### src/rtl/outbox_tx_streamer_pkg.sv
// Shared constants and state encoding for the outbox-to-UART streamer.
// Reused by the top module and its bench so the encodings live in one place.
package outbox_tx_streamer_pkg;

  localparam logic [7:0] ASCII_CR = 8'h0D;
  localparam logic [7:0] ASCII_LF = 8'h0A;

  // Enough for 8 hex digits plus a two-character CR LF terminator.
  localparam int IDX_W = 4;

  typedef enum logic [1:0] {
    ST_IDLE = 2'd0,
    ST_EMIT = 2'd1,
    ST_GAP  = 2'd2
  } state_t;

endpackage

### src/rtl/outbox_tx_streamer_nib2ascii.sv
// Combinational nibble to uppercase hex ASCII character.
module outbox_tx_streamer_nib2ascii (
  input  logic [3:0] nib,
  output logic [7:0] chr
);

  always_comb begin
    if (nib < 4'd10) chr = 8'h30 + {4'h0, nib};
    else             chr = 8'h41 + ({4'h0, nib} - 8'd10);
  end

endmodule

### src/rtl/outbox_tx_streamer.sv
// Drains a FWFT outbox into a UART transmitter, one word at a time, as raw bytes or hex text.
//
//   state | meaning
//   IDLE  | nothing in flight; pop the outbox head when enabled and non-empty
//   EMIT  | present the current character once the UART is not busy
//   GAP   | one-cycle holdoff so the UART busy flag is visible; advance or finish
module outbox_tx_streamer
  import outbox_tx_streamer_pkg::*;
#(
  parameter int         DATA_W         = 8,
  parameter int         HEX_MODE       = 0,
  parameter logic [7:0] SEP_CHAR       = 8'h20,
  parameter int         WORDS_PER_LINE = 0,
  parameter int         CNT_W          = 16
) (
  input  logic              clk,
  input  logic              i_rst_n,
  input  logic              i_enable,
  input  logic              i_empty_n,
  input  logic [DATA_W-1:0] i_data,
  output logic              o_pop,
  input  logic              i_tx_busy,
  output logic              o_tx_wr,
  output logic [7:0]        o_tx_data,
  output logic              o_idle,
  output logic [CNT_W-1:0]  o_word_cnt
);

  localparam int NNIB   = DATA_W / 4;
  localparam int NBYTES = DATA_W / 8;
  localparam int LINE_W = (WORDS_PER_LINE > 0) ? $clog2(WORDS_PER_LINE + 1) : 1;

  state_t             state, state_nxt;
  logic [DATA_W-1:0]  shreg, shreg_nxt;
  logic [IDX_W-1:0]   idx, idx_nxt, last_idx;
  logic [LINE_W-1:0]  line_cnt, line_nxt, line_inc;
  logic               crlf, crlf_nxt;
  logic               pop_nxt, wr_nxt, idle_nxt;
  logic [7:0]         txd_nxt, nib_chr, cur_char;
  logic [CNT_W-1:0]   cnt_nxt;

  outbox_tx_streamer_nib2ascii u_nib2ascii (
    .nib (shreg[DATA_W-1 -: 4]),
    .chr (nib_chr)
  );

  assign line_inc = line_cnt + LINE_W'(1);

  // Index of the final character of the current word, terminator included.
  always_comb begin
    if (HEX_MODE != 0) last_idx = IDX_W'(NNIB) + {{(IDX_W-1){1'b0}}, crlf};
    else               last_idx = IDX_W'(NBYTES - 1);
  end

  always_comb begin
    cur_char = shreg[DATA_W-1 -: 8];
    if (HEX_MODE != 0) begin
      if (idx < IDX_W'(NNIB))       cur_char = nib_chr;
      else if (!crlf)               cur_char = SEP_CHAR;
      else if (idx == IDX_W'(NNIB)) cur_char = ASCII_CR;
      else                          cur_char = ASCII_LF;
    end
  end

  always_comb begin
    state_nxt = state;
    shreg_nxt = shreg;
    idx_nxt   = idx;
    line_nxt  = line_cnt;
    crlf_nxt  = crlf;
    pop_nxt   = 1'b0;
    wr_nxt    = 1'b0;
    txd_nxt   = o_tx_data;
    cnt_nxt   = o_word_cnt;
    case (state)
      ST_IDLE: begin
        if (i_enable && i_empty_n) begin
          pop_nxt   = 1'b1;
          shreg_nxt = i_data;
          idx_nxt   = '0;
          crlf_nxt  = 1'b0;
          state_nxt = ST_EMIT;
          // The line break decision is fixed when the word is taken.
          if (HEX_MODE != 0 && WORDS_PER_LINE != 0) begin
            if (line_inc == LINE_W'(WORDS_PER_LINE)) begin
              crlf_nxt = 1'b1;
              line_nxt = '0;
            end else begin
              line_nxt = line_inc;
            end
          end
        end
      end
      ST_EMIT: begin
        if (!i_tx_busy) begin
          wr_nxt    = 1'b1;
          txd_nxt   = cur_char;
          state_nxt = ST_GAP;
        end
      end
      ST_GAP: begin
        if (idx == last_idx) begin
          cnt_nxt   = o_word_cnt + CNT_W'(1);
          state_nxt = ST_IDLE;
        end else begin
          idx_nxt   = idx + IDX_W'(1);
          shreg_nxt = (HEX_MODE != 0) ? (shreg << 4) : (shreg << 8);
          state_nxt = ST_EMIT;
        end
      end
      default: state_nxt = ST_IDLE;
    endcase
    idle_nxt = (state_nxt == ST_IDLE);
  end

  always_ff @(posedge clk or negedge i_rst_n) begin
    if (!i_rst_n) begin
      state      <= ST_IDLE;
      shreg      <= '0;
      idx        <= '0;
      line_cnt   <= '0;
      crlf       <= 1'b0;
      o_pop      <= 1'b0;
      o_tx_wr    <= 1'b0;
      o_tx_data  <= 8'h00;
      o_idle     <= 1'b1;
      o_word_cnt <= '0;
    end else begin
      state      <= state_nxt;
      shreg      <= shreg_nxt;
      idx        <= idx_nxt;
      line_cnt   <= line_nxt;
      crlf       <= crlf_nxt;
      o_pop      <= pop_nxt;
      o_tx_wr    <= wr_nxt;
      o_tx_data  <= txd_nxt;
      o_idle     <= idle_nxt;
      o_word_cnt <= cnt_nxt;
    end
  end

endmodule

### config.mk
export PLATFORM = sky130hd
export DESIGN_NAME = outbox_tx_streamer
export DESIGN_NICKNAME = d
export VERILOG_FILES = /design/src/rtl/outbox_tx_streamer_pkg.sv /design/src/rtl/outbox_tx_streamer_nib2ascii.sv /design/src/rtl/outbox_tx_streamer.sv
export SDC_FILE = /design/constraint.sdc
export NUM_CORES = 1
export LEC_CHECK = 0
export ABC_AREA = 1
export CELL_PAD_IN_SITES_DETAIL_PLACEMENT = 2
export CELL_PAD_IN_SITES_GLOBAL_PLACEMENT = 2
export CORE_UTILIZATION = 31
export CTS_CLUSTER_DIAMETER = 150
export DETAILED_ROUTE_END_ITERATION = 8
export PLACE_DENSITY_LB_ADDON = 0.05
export SYNTH_ARGS = -nofsm -noshare
export SYNTH_HDL_FRONTEND = slang
export SYNTH_SLANG_ARGS = --single-unit
### constraint.sdc
create_clock -name clk -period 2.17 [get_ports clk]
set_clock_uncertainty 0.2 [all_clocks]
set_input_delay 0.217 -clock clk [delete_from_list [all_inputs] [get_ports clk]]
set_output_delay 0.217 -clock clk [all_outputs]
set_load 0.05 [all_outputs]
* Yosys cells after proc, flatten, opt, wreduce, memory -nomap -nowiden *
Cells that the tools add are included.

word-level totals
  output and inout port bits = 27
  logic and storage cells = 37
  input bits = 13
  bits in registers = 41

cells by class
  reductions and logical operators = 8
  add/subtract/negate cells = 2
  equal/unequal tests = 4
  bitwise logic cells = 1
  mux-type cells = 14

operators with widths
  kind                                                                    count
  16-bit by 1-bit adder with 16-bit output (second input constant)        1
  8-bit two-way mux                                                       2
  8-bit one-hot mux with 2 select lines                                   1
  4-bit two-way mux                                                       2
  4-bit one-hot mux with 2 select lines                                   1
  2-bit one-hot mux with 3 select lines                                   1
  1-bit two-way mux                                                       5
  4-bit by 1-bit adder with 4-bit output (second input constant)          1
  2-bit logical NOT                                                       2
  4-bit logical NOT                                                       1
  2-bit two-way mux                                                       2
  2-bit != test (second input constant)                                   2
  2-bit AND reduction                                                     2
  3-bit AND reduction                                                     1
  2-bit by 1-bit equality test with 1-bit output (second input constant)  1
  2-bit equality test (second input constant)                             1
  2-bit nonzero test                                                      1
  1-bit logical AND                                                       1
  1-bit NOT                                                               1

* Logic depth before layout (Yosys ltp) *
  word-level depth = 4
  depth in mapped cells = 8
  mapped depth without buffers = 8

* Worst setup path before layout *
OpenSTA, ideal clock, no wires.

  path type = reg-to-reg
  from = register o_word_cnt[0]
  to = register o_word_cnt[10]
  data required time = 1850 ps
  setup slack = 376 ps
  period minus slack after synthesis = 1794 ps
  path buffers = 0
  setup time = 120 ps
  cell stages (with the launch flop) = 9
  data arrival time = 1474 ps
  path through = dfrtp_1 -> ha_1 -> nand2_1 -> nor2_1 -> inv_1 -> nor2_1 -> nand3_1 -> nand2_1 -> nand2_1

between the ends
  cells in the longest elaborated chain, start to end = 1

RTL lines
  what                                      line                       text
  start: declaration                        outbox_tx_streamer.sv:26   output logic [CNT_W-1:0] o_word_cnt
  start signal: assignment                  outbox_tx_streamer.sv:138  o_word_cnt <= cnt_nxt;
  16-bit by 1-bit adder with 16-bit output  outbox_tx_streamer.sv:103  cnt_nxt = o_word_cnt + CNT_W'(1);

No other way between the ends.
A chain may end at the register's enable or synchronous reset.

* Final worst setup path *
  from = register o_idle
  to = output port o_idle

RTL lines
  what                      line                       text
  start: declaration        outbox_tx_streamer.sv:25   output logic o_idle,
  start signal: assignment  outbox_tx_streamer.sv:137  o_idle <= idle_nxt;

No word-level cell between the ends.

==> results.cfg <==
[run_status]
status = finished, final reports clean

[setup_path]
reg2reg_slack_ps = 490
cp-end-kind = output port
required_ps = 1750
r2r-start = idx[1]
crit_path_max_fanout = 1
crit_family = buffers and inverters
crit_slowest_cell = clkdlybuf4s50_1
r2r_cells = 8
crit_buf_inv = 1
cpPeakStageDelay_ps = 790
r2r_end = o_word_cnt[14]
critPathArrivalTime_ps = 1600
start_kind = flip-flop
critPathKind = flip-flop to output port
cp_cell_sequence = clkdlybuf4s50_1

[synth]
ys_types = 24
yosys.area.top_type = dfrtp_1
yosysSeqAreaShare_pct = 51.1
syn_area_mm2 = 0.00201
synth_edf_count = 0
synth_top_area_share_pct = 49.8
synth-main-ff-cell = dfrtp_1
netlist_instances = 222
synth_commonest_cells = nand2_1, dfrtp_1, inv_1
ys_seq_elements = 41
async_reset_ff_share_pct = 100
syn-num-nets = 238
avgSynthCellArea_um2 = 9.06
synth_most_common_cell = nand2_1
yosysWarnings = 0
synth_area_leaders = dfrtp_1, nand2_1, o21ai_2

[final_layout]
layout.nets = 286
final_area_mm2 = 0.00259
syn2layout_area_growth_pct = 29.0
diodes = 0
nFillCells = 691
drive_gt1_share_pct = 18.1

[cts]
cts_resized = 0
cts-root-buf = clkbuf_8
clock_path_buffers = 2
cts.sinks = 41
htreeDepth = 2
cts_made_buffers = 5
post-cts-setup-buffers = 0
path_clk_slew_ps = 80
clk_latency_ps = 290
cts_tree = done

[route]
vias = 1603
drc_errors = 0
drt_iter0_markers = 37
wl_per_cell_um = 14.0
dr.pass1.iters = 4
wirelength_um = 4830
via_per_inst = 4.65
ant_nets = 0

[sta]
final-hold-violation-count = 0
finalSetupViolCount = 0
timing.final.ws_setup_ps = 150
final.setup.tns_ps = 0
drv_slew = 0
worstMarginPinSlew_ps = 502
min_period_over_period_pct = 93.1
holdWs_ps = 213
max_slew_margin_pct = 66.4
rsz0062_at_grt = no
max_freq_ghz = 0.495
finalCriticalPeriod_ps = 2020

[placement]
post-place-ws_ps = 463
finalWeightedCongestion = 0.703
placed_area_mm2 = 0.00249
dp_hpwl_um = 3650
port_buffers = 39

[power_and_ir_drop]
irDropWorstVdd_uv = 648
leakage_nw = 1.14
p_seq_share_pct = 38.0
combPwrFrac_pct = 44.7
powerDensity_mw_per_mm2 = 1170
intPower_mw = 1.69
finalPower_mw = 3.03
p_sw_share_pct = 44.1
switchingPower_mw = 1.33
power_frac_clock_pct = 17.3

[floorplan]
fp.dieH_um = 82.6
core-area_mm2 = 0.00610
die_area_mm2 = 0.00682
std_cell_rows = 28
initial_utilization_pct = 33.0
die_w_um = 82.6
io_pins = 40

[global_route]
grt_remaining_overflow = 0
grt_start_max_net_pins = 21
grt.total_usage_pct = 16.5
antenna_found_initial = 0
grt_pass1_vias = 1707
grt_first_pass_wirelength_um = 8200

[flow_run]
drv_cap = 0

[min_path]
hp-class = input port to async pin
[registers in the layout, summed over array words and instances (netlist names)]
name	cells
o_word_cnt	16
cur_char	8
o_tx_data	8
idx	4
state	2
o_idle	1
o_pop	1
o_tx_wr	1
[layer usage]
| layer | track usage [%] | up-vias | wire length (um) |
|---|---|---|---|
| li1 | - | 784 | - |
| met1 | 21.5 | 785 | 2340 |
| met2 | 27.0 | 28 | 2290 |
| met3 | 3.30 | 6 | 141 |
| met4 | 5.69 | 0 | 60 |
| met5 | 0 | - | 0 |
[kinds of logic (layout without fill, tap and decap cells)]
logic type      Yosys count  after routing  share of synthesized area [%]
compound gates           21             21                           8.39
xor+xnor                  9              9                           3.92
fa+ha+maj                 3              3                           1.87
buf+inv                  35             83                           7.03
flops                    41             41                           51.1
simple gates            113            113                           27.7
[cells in the final DEF, fill, tap and decap left out, types with 3 or more instances in the layout]
cell type / netlist / layout
nor2_1: 15 / 15
clkdlybuf4s50_1: 0 / 38
xnor2_1: 3 / 3
nand2_1: 61 / 61
o21ai_2: 17 / 17
nand3_1: 16 / 16
dfrtp_1: 40 / 40
clkbuf_8: 0 / 6
nand2_2: 5 / 5
xor2_1: 6 / 6
nor2_4: 3 / 3
nand4_1: 5 / 5
o21ai_1: 3 / 3
ha_1: 3 / 3
inv_1: 28 / 28
inv_2: 5 / 5
[area by class of cell]
class                   instances  area, um2  area share (%)
repair buffers                 42        410            15.8
clock inverters                 1       7.51           0.289
well taps                      75       93.8            3.62
multi-input cells             146        843            32.5
clock buffers                   6       82.6            3.18
flip-flops and latches         41       1030            39.6
inverters                      34        130            5.01
[stage by stage]
step	cells	utilization, %
2_1_floorplan	222	-
5_1_grt	345	42.6
3_5_place_dp	337	40.9
4_1_cts	345	42.6
3_3_place_gp	337	40.9
6_report	345	42.6
[power by group through the flow]
stage                     Clock [mW]  Sequential (mW)  Combinational [mW]
final                          0.524             1.15                1.35
after global routing           0.576             1.18                1.46
after CTS                      0.548             1.16                1.38
after detailed placement           0             1.16                1.37
after global placement             0             1.16                1.36
after floorplan                    0             1.56               0.563
[what timing repair did]
| item | 4_1_cts | 5_1_grt |
|---|---|---|
| hold buffers | 1 | 0 |
| endpoints found under the hold margin | 17 | 0 |
| setup endpoints to repair | 0 | 0 |
[worst max path at each step]
stage                  startpoint             end  depth (start not counted)
floorplan           o_word_cnt[0]  o_word_cnt[10]                          8
global placement        i_tx_busy    o_tx_data[2]                          5
detailed placement       i_enable     cur_char[0]                          6
CTS                        o_idle          o_idle                          1
global route        o_word_cnt[5]   o_word_cnt[5]                          1
finish                     o_idle          o_idle                          1
Power figures use the tool's default switching activity.
